<file path="src/rtl/wb_mem_slave_ws.sv">
// Wishbone classic slave in front of an asynchronous SRAM-style memory.
// Address decode, latched access parameters, programmable wait states, registered ack.
module wb_mem_slave_ws #(
    parameter int unsigned           ADR_W   = 16,
    parameter int unsigned           DEC_W   = 4,
    parameter logic [DEC_W-1:0]      BASE    = '0,
    parameter int unsigned           DAT_W   = 8,
    parameter int unsigned           WAIT_RD = 2,
    parameter int unsigned           WAIT_WR = 1
) (
    input  logic                     clk_i,
    input  logic                     rst_i,
    input  logic [ADR_W-1:0]         adr_i,
    input  logic                     we_i,
    input  logic                     stb_i,
    input  logic                     cyc_i,
    input  logic [DAT_W-1:0]         dat_i,
    output logic [DAT_W-1:0]         dat_o,
    output logic                     ack_o,
    output logic                     mem_cs,
    output logic                     mem_we,
    output logic                     mem_oe,
    output logic [ADR_W-DEC_W-1:0]   mem_dir,
    output logic [DAT_W-1:0]         mem_indata,
    input  logic [DAT_W-1:0]         mem_outdata
);

    localparam int unsigned MEM_W = ADR_W - DEC_W;
    localparam logic [3:0] WaitRd = 4'(WAIT_RD);
    localparam logic [3:0] WaitWr = 4'(WAIT_WR);

    typedef enum logic [1:0] {StIdle, StWait, StAck} state_e;

    state_e             state_q, state_d;
    logic [3:0]         cnt_q;
    logic               we_q;
    logic [DAT_W-1:0]   dat_q;
    logic [MEM_W-1:0]   dir_q;
    logic [DAT_W-1:0]   indata_q;
    logic               bus_req;
    logic               sel;

    assign bus_req = cyc_i & stb_i;
    assign sel     = bus_req & (adr_i[ADR_W-1 -: DEC_W] == BASE);

    always_ff @(posedge clk_i or posedge rst_i) begin
        if (rst_i) begin
            state_q <= StIdle;
        end else begin
            state_q <= state_d;
        end
    end

    always_comb begin
        state_d = state_q;
        unique case (state_q)
            StIdle: if (sel) state_d = StWait;
            // A dropped strobe or cycle abandons the access without an ack.
            StWait: begin
                if (!bus_req) begin
                    state_d = StIdle;
                end else if (cnt_q == 4'd0) begin
                    state_d = StAck;
                end
            end
            StAck:   state_d = StIdle;
            default: state_d = StIdle;
        endcase
    end

    always_comb begin
        mem_cs = (state_q == StWait);
        mem_we = mem_cs & we_q;
        mem_oe = mem_cs & ~we_q;
        ack_o  = (state_q == StAck) & bus_req;
    end

    always_ff @(posedge clk_i or posedge rst_i) begin
        if (rst_i) begin
            cnt_q    <= 4'd0;
            we_q     <= 1'b0;
            dat_q    <= '0;
            dir_q    <= '0;
            indata_q <= '0;
        end else if (state_q == StIdle && sel) begin
            dir_q    <= adr_i[MEM_W-1:0];
            indata_q <= dat_i;
            we_q     <= we_i;
            cnt_q    <= we_i ? WaitWr : WaitRd;
        end else if (state_q == StWait) begin
            if (cnt_q != 4'd0) begin
                cnt_q <= cnt_q - 4'd1;
            end else if (bus_req && !we_q) begin
                dat_q <= mem_outdata;
            end
        end
    end

    assign dat_o      = dat_q;
    assign mem_dir    = dir_q;
    assign mem_indata = indata_q;

endmodule
</file>
<file path="config.mk">
export PLATFORM = sky130hd
export DESIGN_NAME = wb_mem_slave_ws
export DESIGN_NICKNAME = d
export VERILOG_FILES = /design/src/rtl/wb_mem_slave_ws.sv
export SDC_FILE = /design/constraint.sdc
export NUM_CORES = 1
export LEC_CHECK = 0
export CORE_ASPECT_RATIO = 0.8
export CORE_MARGIN = 1.5
export CORE_UTILIZATION = 46
export CTS_BUF_LIST = sky130_fd_sc_hd__clkbuf_4
export DETAILED_ROUTE_END_ITERATION = 10
export PLACE_DENSITY = 0.87
export SYNTH_ARGS = -nofsm -noshare
export SYNTH_HDL_FRONTEND = slang
export SYNTH_SLANG_ARGS = --single-unit
</file>
<file path="constraint.sdc">
create_clock -name clk_i -period 4.66 [get_ports clk_i]
set_input_delay 0.932 -clock clk_i [delete_from_list [all_inputs] [get_ports clk_i]]
set_output_delay 0.932 -clock clk_i [all_outputs]
set_load 0.02 [all_outputs]
</file>
Word level (Yosys, flattened, before mapping)
Cells that the tools add are included.
{"block": "word_totals", "output_inout_bits": 32, "inputBits": 37, "wordCells": 39, "register_bits": 35}
{"block": "classes", "mux": 8, "n_eq_ne": 4, "n_reduce_logical": 12, "add_sub_neg": 1, "bitwise_logic": 8}
{"cell": "$mux 4", "count": 3}
{"cell": "$logic_not 4->1", "count": 2}
{"cell": "$mux 2", "count": 4}
{"cell": "$and 1x1->1", "count": 5}
{"cell": "$pmux 2 s2", "count": 1}
{"cell": "$reduce_and 2->1", "count": 2}
{"cell": "$reduce_and 4->1", "count": 1}
{"cell": "$reduce_bool 2->1", "count": 2}
{"cell": "$reduce_bool 4->1", "count": 1}
{"cell": "$sub 4x1->4 const B", "count": 1}
{"cell": "$ne 3x2->1 const B", "count": 1}
{"cell": "$not 1->1", "count": 3}
{"cell": "$eq 2x1->1 const B", "count": 1}
{"cell": "$eq 2x2->1 const B", "count": 1}
{"cell": "$logic_and 1x1->1", "count": 2}
{"cell": "$logic_not 2->1", "count": 1}
{"cell": "$ne 2x2->1 const B", "count": 1}
{"cell": "$logic_not 1->1", "count": 1}

Longest topological paths before layout
{"block": "depth", "ltp_word": 5, "mapped_depth": 6, "ltp_nobuf": 5}

Worst setup path before layout
No wires, ideal clock.
{"block": "synth_timing", "path_type": "input to output", "from": "input port cyc_i", "to": "output port ack_o", "path_slack_ns": 2.142, "path_stages": 2, "t_arrival_ns": 1.586, "n_path_buf": 0, "required_time_ns": 3.728, "path_cell_list": "nand2_1 > nor3b_1"}
{"block": "synth_between", "elab_chain_cells": 2}
{"item": "start: declaration", "line": "16", "rtl": "input logic cyc_i,"}
{"item": "$and 1x1->1", "line": "43", "rtl": "assign bus_req = cyc_i & stb_i;"}
{"item": "$and 1x1->1", "line": "75", "rtl": "ack_o = (state_q == StAck) & bus_req;"}
{"item": "end: declaration", "line": "19", "rtl": "output logic ack_o,"}
No other way between the ends.

Worst setup path in the final report
Ends and elaborated chain as after synthesis.

==> metrics <==
Reg power frac 48.2%; die area 0.00375 mm2; syn nets 142; clock power share 18.4%; io pins 69; pre-CTS setup slack 1240 ps; sw power 0.000239 W; DRT Wirelength 3.20 mm; DRT Pass-1 Iters 4; pin count of the biggest net entering global routing 36; skew final 2.47 ps; layout cell share with drive strength beyond 1 23.0%; Min-Delay Path Class reg2reg; Peak VDD IR 0.000252 V; Worst Setup End Kind output pin; crit path from cyc_i; CP startpoint kind primary input; Root Buffer clkbuf_4; fin worst setup slack 1220 ps; combinational group share of total power 33.4%; PortBufs 68; TNS Setup 0 ps; Slew HR 62.4%; Rows 18; total CTS buffers 5; Ant. Diodes 0; switching share of power 29.5%; Die Span X 68.1 um; storage element area 876 um2; DR vias 1080; TritonCTS clock tree yes; outcome finished, final reports clean; min-delay src mem_indata[4]$_DFFE_PP0P_; Clock transition at path regs 90 ps; cts hold-fix bufs 0; Avg Vias per Cell 5.05; vias in the first global route 1061; Routed Antenna Nets 0; Cell Area, Synth 0.00156 mm2; Avg Inst Size Synth 15.1 um2; Post-CTS Setup Bufs 0; Post-Syn Instances 103; DP Area 0.00225 mm2; Seq/Total Area, Yosys 56.1%; drt wl/cell 14.9 um; internal cell power 0.000571 W; worst path required time 3730 ps; Slew Limit Fails 0; post-synthesis adder-cell area fraction 1.60%; H-tree depth 2; RSZ-0062 raised after global routing no; Iteration-0 DRC Markers 20; first-pass GRT wire length 4.78 mm; total track usage 18.3%; Final nets 214; post-route design area 0.00230 mm2; die height 55.1 um; Congestion Overflow GR 0; worst skew pair latency 330 ps; post-synthesis xor/xnor area fraction 0%; Compound-Gate Fraction of Synth Area 3.45%; beginning of the worst register-to-register path cnt_q[0]$_DFFE_PP0P_; EDFF count, synth 0; area of the multi-input gates 618 um2; commonest cells after routing, fill and taps aside clkdlybuf4s50_1 (68), dfrtp_1 (35), mux2_4 (17); worst hold slack 517 ps; Lkg Pwr 1.06 nW; # DRC 0; CTS max path bufs 2; Least-Margin Pin Slew 564 ps; Area growth syn-to-layout 47.4%; largest family of logic cells by synthesized area multiplexers; Placer Congestion 0.875; most common cell after layout, fill and taps aside clkdlybuf4s50_1; P per Cell Area 352 mW/mm2; Fillers 206; post-route clock period utilization 73.8%; Async S/R FF share, synth 100%; # clock sinks 35; post-synthesis mux area share 25.7%; critical path class in2out; fmax 291 MHz; Initial Util 49.5%; Syn. warnings 0; initial antenna violation count 0; fin crit period 3440 ps; # setup viols final 0; Yosys cell types 30; Max Cap Viol 0; Fin. Hold Viols 0; crit path DAT 2510 ps; CP max FO 4; post-layout util 72.9%; post-synthesis register bit count 35; Synth Area in Simple Gates 8.90%; post-cts resize count 0; ys flop type dfrtp_1; Post-DP HPWL 2.41 mm; Core ar. 0.00315 mm2
per-layer routing:
layer	GRT usage [%]	vias to the layer above	wire length, um
li1	-	507	-
met1	21.7	510	1300
met2	28.3	54	1490
met3	9.11	9	320
met4	8.00	0	78
met5	0	-	0
metrics by stage:
stage,std cells,total power (W)
6_report,214,0.000810
5_1_grt,214,0.000852
4_1_cts,214,0.000817
3_5_place_dp,208,0.000667
3_3_place_gp,208,0.000655
2_1_floorplan,103,0.000540
state kept, by name, indices dropped and copies added, names as in the netlist:
| signal | count |
|---|---|
| cnt_q | 4 |
| state_q | 2 |
| dat_o | 8 |
| mem_dir | 12 |
| mem_indata | 8 |
| we_q | 1 |
synth_stat cells, drive strengths merged (2+ instances only):
cell type | number | area, um2
buf | 4 | 47.5
dfrtp | 35 | 876
ha | 2 | 25.0
inv | 4 | 15.0
mux2 | 29 | 390
nand3 | 3 | 15.0
nor3 | 3 | 15.0
nor3b | 2 | 15.0
o21ai | 3 | 15.0
power groups by stage:
stage / logic (W) / registers, W / clock network [W]
final: 0.000270 / 0.000390 / 0.000149
after global routing: 0.000291 / 0.000397 / 0.000165
after CTS: 0.000273 / 0.000390 / 0.000154
after detailed placement: 0.000273 / 0.000394 / 0
after global placement: 0.000265 / 0.000391 / 0
after floorplan: 0.000105 / 0.000435 / 0
final timing paths:
path,endpoint,cells past startpoint,slack [ps]
max in group asynchronous,mem_indata[4]$_DFFE_PP0P_,3,3370
worst min register to register,mem_indata[4]$_DFFE_PP0P_,1,520
worst max-delay path,ack_o,4,1220
min in group asynchronous,mem_indata[6]$_DFFE_PP0P_,3,980
worst min-delay path,mem_indata[4]$_DFFE_PP0P_,1,520
worst max register to register,dat_o[0]$_DFFE_PP0P_,5,2470
area by class of cell:
type / instances / share of cell area (%)
Tap cell: 40 / 2.18
Multi-Input combinational cell: 59 / 26.9
Inverter: 4 / 0.653
Sequential cell: 35 / 38.1
Timing Repair Buffer: 70 / 30.3
Clock buffer: 6 / 1.96
logic make-up (layout without fill, tap and decap cells):
group                    Yosys count  after routing
AND/OR/NAND/NOR                   19             19
buffers and inverters              9             80
AO/OA/AOI/OAI                      8              8
flip-flops                        35             35
multiplexers                      30             30
adder cells (fa/ha/maj)            2              2
critical path, cell delays in order:
cell,delay [ps]
clkdlybuf4s50_1,460
nand2_1,150
nor3b_1,280
clkdlybuf4s50_1,680
Note: power is estimated with default switching activity, not from simulation.
==> edit 1: new RTL, config.mk and constraints unchanged <==
The parameter `DEC_W` goes from 4 to 6.
--- a/src/rtl/wb_mem_slave_ws.sv
+++ b/src/rtl/wb_mem_slave_ws.sv
@@ -3,5 +3,5 @@
 module wb_mem_slave_ws #(
     parameter int unsigned           ADR_W   = 16,
-    parameter int unsigned           DEC_W   = 4,
+    parameter int unsigned           DEC_W   = 6,
     parameter logic [DEC_W-1:0]      BASE    = '0,
     parameter int unsigned           DAT_W   = 8,
Ports: changed (resized mem_dir); port bits go from 69 to 67. No check against the original RTL was run, so the function may have changed too.
==> edit 1 against the unedited design <==
  * Critical path depth unchanged
  * Fmax grew 4.6%
  * Total power is 16% lower
  * Sequential cell count shrank 2
  * Wire length grew 3.1%
  * Utilization rose by 4.1 points
  * Final area shrank 5.2%
  * Die area shrank 10%
  * Synthesized cell count shrank 2.9%
  * Worst setup slack better by 150 ps
  * Area after synthesis shrank 11%
  * Clock skew rose by 8.3 ps
  * Critical endpoint unchanged
==> edit 1: results (changes against the unedited design) <==
The sequential fraction of total cell area was 37.9% (was 38.1%). The average footprint of a synthesized cell works out to 13.9 um2 (was 15.1 um2). Cells taking the most area after synthesis: sky130_fd_sc_hd__dfrtp_1 (59%), sky130_fd_sc_hd__mux2_2 (22%), sky130_fd_sc_hd__ha_1 (1.8%) (was sky130_fd_sc_hd__dfrtp_1 (56%), sky130_fd_sc_hd__mux2_4 (16%), sky130_fd_sc_hd__mux2_2 (8.7%)).

The startpoint of the lowest-slack hold path is mem_indata[0]$_DFFE_PP0P_ (was mem_indata[4]$_DFFE_PP0P_). The count of yosys warnings during synthesis is 0 (unchanged). For the number of placed instances, taps included, the log shows 202 (was 208). The fraction of the mapped netlist area in compound gates came out at 3.77% (was 3.45%). The logs give 0 (unchanged) for the number of max-cap violations and 139 (was 142) for the net count of the mapped netlist. The run gives 350 ps (was 330 ps) as the clock latency of the later-clocked register in the worst-skew pair. The logs give 22 (was 36) for the maximum number of pins on one net before global-route repair and 536 um2 (was 618 um2) for the area taken by multi-input logic gates. The detail-routed via count per cell is 5.14 (was 5.05).

The total placed instance area is 2100 um2 (was 2250 um2), and the aggregate global-route resource usage is 22.5% (was 18.3%). The final-layout fill cell count was 176 (was 206); the routability congestion estimate was 0.758 (was 0.875). The depth of the most critical reg-to-reg path was 3 (was 5); the static power due to leakage was 0.000969 uW (was 0.00106 uW).

The share of cell area taken by muxes after synthesis was 21.8% (was 25.7%); the number of global-route vias before repair was 1,186 (was 1,061). Wire length per cell after detailed routing: 15.7 um (was 14.9 um). For the worst max-slew margin expressed relative to the limit, the log shows 36.8% (was 62.4%).

The hold-critical path endpoint was mem_indata[0]$_DFFE_PP0P_ (was mem_indata[4]$_DFFE_PP0P_). The worst hold slack is 518 ps (was 517 ps). The non-clock buffer instance count of the final layout came out at 67 (was 70).

The run gives 2440 ps (was 2470 ps) as the worst reg-to-reg setup slack. For the detailed placement HPWL, the log shows 2540 um (was 2410 um). The tools report the final net count as 210 (was 214).

The flow ran to the end, and the final reports show no timing, DRC or antenna violations. The portion of the layout cell area used by non-clock buffers works out to 30.7% (was 30.3%). The number of non-clock inverters in the layout works out to 5 (was 4). The critical register-to-register path endpoint was mem_indata[1]$_DFFE_PP0P_ (was dat_o[0]$_DFFE_PP0P_). Area growth from synthesis to final layout: 56.4% (was 47.4%). The number of violations reported at the end of detailed-routing iteration 0 was 66 (was 20); the flip-flop count of the largest register, all copies and words added was 10 (was 12). The tools report the number of clock buffer instances in the layout as 5 (was 6). The post-synthesis cell type count is 28 (was 30). The worst slack at placement was 1370 ps (was 1240 ps); the clock-cell share of area was 3.85% (was 1.96%).

The fraction of layout cells with a size suffix above 1 is 23.8% (was 23.0%), and the adder-cell share of the synthesized area is 1.80% (was 1.60%). Largest vdd supply drop: 0.261 mV (was 0.252 mV). The worst-case clock skew is 10.7 ps (was 2.47 ps).

The maximum single-stage delay on the critical path was 590 ps (was 680 ps); the number of flip-flops and latches in the synthesized netlist was 33 (was 35).
[edit 1: cell types whose count changed in the layout (fill, tap and decap cells not counted), sizes merged, moves of 2 or more]
cell / unedited run / this run
mux2: 29 / 27
clkdlybuf4s50: 68 / 66
dfrtp: 35 / 33
a21oi: 0 / 2
[edit 1: where the power goes]
| group | switching [uW] | leakage [uW] | total (uW) | internal [uW] |
|---|---|---|---|---|
| combinational | 57.7 | 0.000490 | 135 | 77.7 |
| clock | 105 | 0.0000414 | 219 | 113 |
| sequential | 16.0 | 0.000438 | 326 | 310 |
| total | 179 | 0.000969 | 680 | 501 |
[edit 1: critical path: cells and delay by family]
family | cells | cell delay (ps)
AND/OR/NAND/NOR | 2 | 360
buffers and inverters | 2 | 1070
[edit 1: per-layer routing]
layer  vias up  routed length [um]  GRT usage [%]  share of wire, %
li1        498                   -              -                 -
met1       535                1330           26.7                40
met2        36                1700           38.4                52
met3        11                 163           6.02               4.9
met4         0                  95           11.3               2.9
met5         -                   0              0                 0
==> edit 2: new RTL, same flow settings <==
Without the edit above. Make the reset (`rst_i`) synchronous in 2 clocked blocks. Comments in the files are not updated.
--- a/src/rtl/wb_mem_slave_ws.sv
+++ b/src/rtl/wb_mem_slave_ws.sv
@@ -44,5 +44,5 @@
     assign sel     = bus_req & (adr_i[ADR_W-1 -: DEC_W] == BASE);
 
-    always_ff @(posedge clk_i or posedge rst_i) begin
+    always_ff @(posedge clk_i) begin
         if (rst_i) begin
             state_q <= StIdle;
@@ -76,5 +76,5 @@
     end
 
-    always_ff @(posedge clk_i or posedge rst_i) begin
+    always_ff @(posedge clk_i) begin
         if (rst_i) begin
             cnt_q    <= 4'd0;
Formal check against the unedited RTL: differs if rst_i is asserted again (counterexample within 4 cycles, from zero or initial values and one cycle with rst_i high); with rst_i held inactive, the same outputs for 10 cycles.
==> edit 2 against the unedited design <==
  * Clock skew rose by 7.9 ps
  * Synthesized cell count rose by 73%
  * Final area rose by 0.65%
  * Utilization rose by 0.48 points
  * Worst setup slack improved by 93 ps
  * Non-clock buffer count rose by 1
  * Die area rose by 0.15%
  * Area after synthesis rose by 0.16%
  * Sequential cell count did not move
  * Global-route usage rose by 3.7 points
  * Wire length rose by 27%
Power is not compared: it rests on default switching activity, and its combinational part moved more than twofold at a synthesized area within 25%.
==> edit 2: results (changes against the unedited design) <==
Fraction of layout cells with a size suffix above 1: 6.25% (was 23.0%). For the post-synthesis cell type count, the log shows 28 (was 30). The number of antenna violations at the first check in global routing was 0 (unchanged); the wire length of the first global-routing pass was 6070 um (was 4780 um). The number of gates given a new drive strength after cts is 0 (unchanged). The maximum single-stage delay on the critical path is 630 ps (was 680 ps). The number of diodes was 0 (unchanged). Number of optimization iterations in the first detailed-route pass: 5 (was 4). The worst-case clock skew was 10.4 ps (was 2.47 ps).

Count of yosys warnings during synthesis: 0 (unchanged). Commonest cells in the netlist: sky130_fd_sc_hd__dfxtp_1 (35), sky130_fd_sc_hd__a21oi_1 (24), sky130_fd_sc_hd__o21ai_0 (24) (was sky130_fd_sc_hd__dfrtp_1 (35), sky130_fd_sc_hd__mux2_4 (17), sky130_fd_sc_hd__mux2_2 (12)). The detail-routed via count per cell is 5.63 (was 5.05), and the worst max-slew margin expressed relative to the limit is 40.0% (was 62.4%). The aggregate routed wire length is 4050 um (was 3200 um).

Average footprint of a synthesized cell: 8.78 um2 (was 15.1 um2). The buffer cell driving the clock tree root is sky130_fd_sc_hd__clkbuf_4 (unchanged). The number of global-route vias before repair is 1,375 (was 1,061). The number of violations reported at the end of detailed-routing iteration 0 was 51 (was 20). The number of H-tree levels was 2 (unchanged); the number of placed instances, taps included was 272 (was 208).

The flip-flop count of the largest register, all copies and words added is 12 (unchanged). The slowest stage cell on the critical path is sky130_fd_sc_hd__clkdlybuf4s50_1 (unchanged). The run gives 1,575 (was 1,080) as the total vias in the final route. The logs give 0 (unchanged) for the post-CTS setup buffer count and 2410 ps (was 2510 ps) for the critical path arrival.

The analysis attributes to cell leakage a power of 0.000758 uW. The tools report the final-layout fill cell count as 252 (was 206). Cells taking the most area after synthesis: sky130_fd_sc_hd__dfxtp_1 (45%), sky130_fd_sc_hd__nand4_1 (8.4%), sky130_fd_sc_hd__a21oi_1 (7.7%) (was sky130_fd_sc_hd__dfrtp_1 (56%), sky130_fd_sc_hd__mux2_4 (16%), sky130_fd_sc_hd__mux2_2 (8.7%)). The run gives 0.724 (was 0.875) as the routability congestion estimate. The run gives 22.0% (was 18.3%) as the aggregate global-route resource usage. The area growth from synthesis to final layout is 48.1% (was 47.4%), and the detailed placement HPWL is 2690 um (was 2410 um).

The share of flip-flops with an asynchronous set or reset after synthesis was 0% (was 100%). The critical register-to-register path startpoint is cnt_q[0]$_SDFFE_PP0P_ (was cnt_q[0]$_DFFE_PP0P_). Final net count: 278 (was 214). The startpoint of the lowest-slack hold path was dat_o[5]$_SDFFE_PP0P_ (was mem_indata[4]$_DFFE_PP0P_). The maximum fanout along the worst path was 4 (unchanged). The clock latency of the later-clocked register in the worst-skew pair was 330 ps (about the same); the net count of the mapped netlist was 217 (was 142). The worst slack at placement came out at 1320 ps (was 1240 ps). The flow ran to the end, and the final reports show no timing, DRC or antenna violations. Start point of the critical path: cyc_i (unchanged).

The maximum number of pins on one net before global-route repair was 26 (was 36); the sequential area share after synthesis was 44.8% (was 56.1%).
-- edit 2: cell count changes in the layout (fill, tap and decap cells not counted), sizes merged, moves of 3 or more --
cell / unedited run / this run
nand3: 3 / 0
dfrtp: 35 / 0
nand2b: 1 / 17
nand4: 0 / 21
dfxtp: 0 / 35
mux2i: 1 / 8
o21ai: 3 / 24
or4: 1 / 4
mux2: 29 / 0
a21oi: 0 / 24
-- edit 2: kinds of logic (layout without fill, tap and decap cells) --
kind of cell             Yosys count  in the layout  synth area share (%)
adder cells (fa/ha/maj)            2              2                  1.60
multiplexers                       8              8                  5.12
flip-flops                        35             35                  44.8
buffers and inverters             21             83                  5.12
AND/OR/NAND/NOR                   59             59                  25.4
AO/OA/AOI/OAI                     53             53                  17.9
-- edit 2: final timing paths --
path / end / slack, ps / cells past startpoint
worst max register to register: dat_o[2]$_SDFFE_PP0P_ / 2640 / 5
worst min-delay path: dat_o[5]$_SDFFE_PP0P_ / 480 / 2
worst max-delay path: ack_o / 1320 / 4
worst min register to register: dat_o[5]$_SDFFE_PP0P_ / 480 / 2
-- edit 2: critical path, delay by kind of cell --
family / cells / cell delay, ps
buffers and inverters: 2 / 1120
and+or+nand+nor: 2 / 360
-- edit 2: final cells by class --
| type | count | area, um2 | area share, % |
|---|---|---|---|
| multi-input combinational | 122 | 788 | 34.1 |
| clock inverter | 1 | 5.00 | 0.216 |
| inverter | 4 | 15.0 | 0.649 |
| timing repair buffer | 71 | 703 | 30.4 |
| sequential | 35 | 701 | 30.3 |
| clock buffer | 7 | 52.6 | 2.27 |
| tap | 40 | 50.0 | 2.16 |
-- edit 2: layer usage --
| metal | track usage (%) | wire length, um |
|---|---|---|
| met1 | 28.3 | 1850 |
| met2 | 34.6 | 1780 |
| met3 | 7.49 | 368 |
| met4 | 7.67 | 46 |
| met5 | 0 | 0 |
-- edit 2: stage by stage --
stage	area, um2	hold slack (ps)	utilization (%)	total power (uW)
after global placement	2260	457	71.6	374
final	2310	477	73.4	536
after detailed placement	2260	466	71.6	375
after global routing	2310	498	73.4	556
after CTS	2310	480	73.4	539
after floorplan	1560	475	-	334
-- edit 2: power by group --
part / internal [uW] / total (uW) / switching, uW
clock network: 70.5 / 167 / 97.0
registers: 301 / 302 / 0.998
logic: 37.1 / 67.2 / 30.1
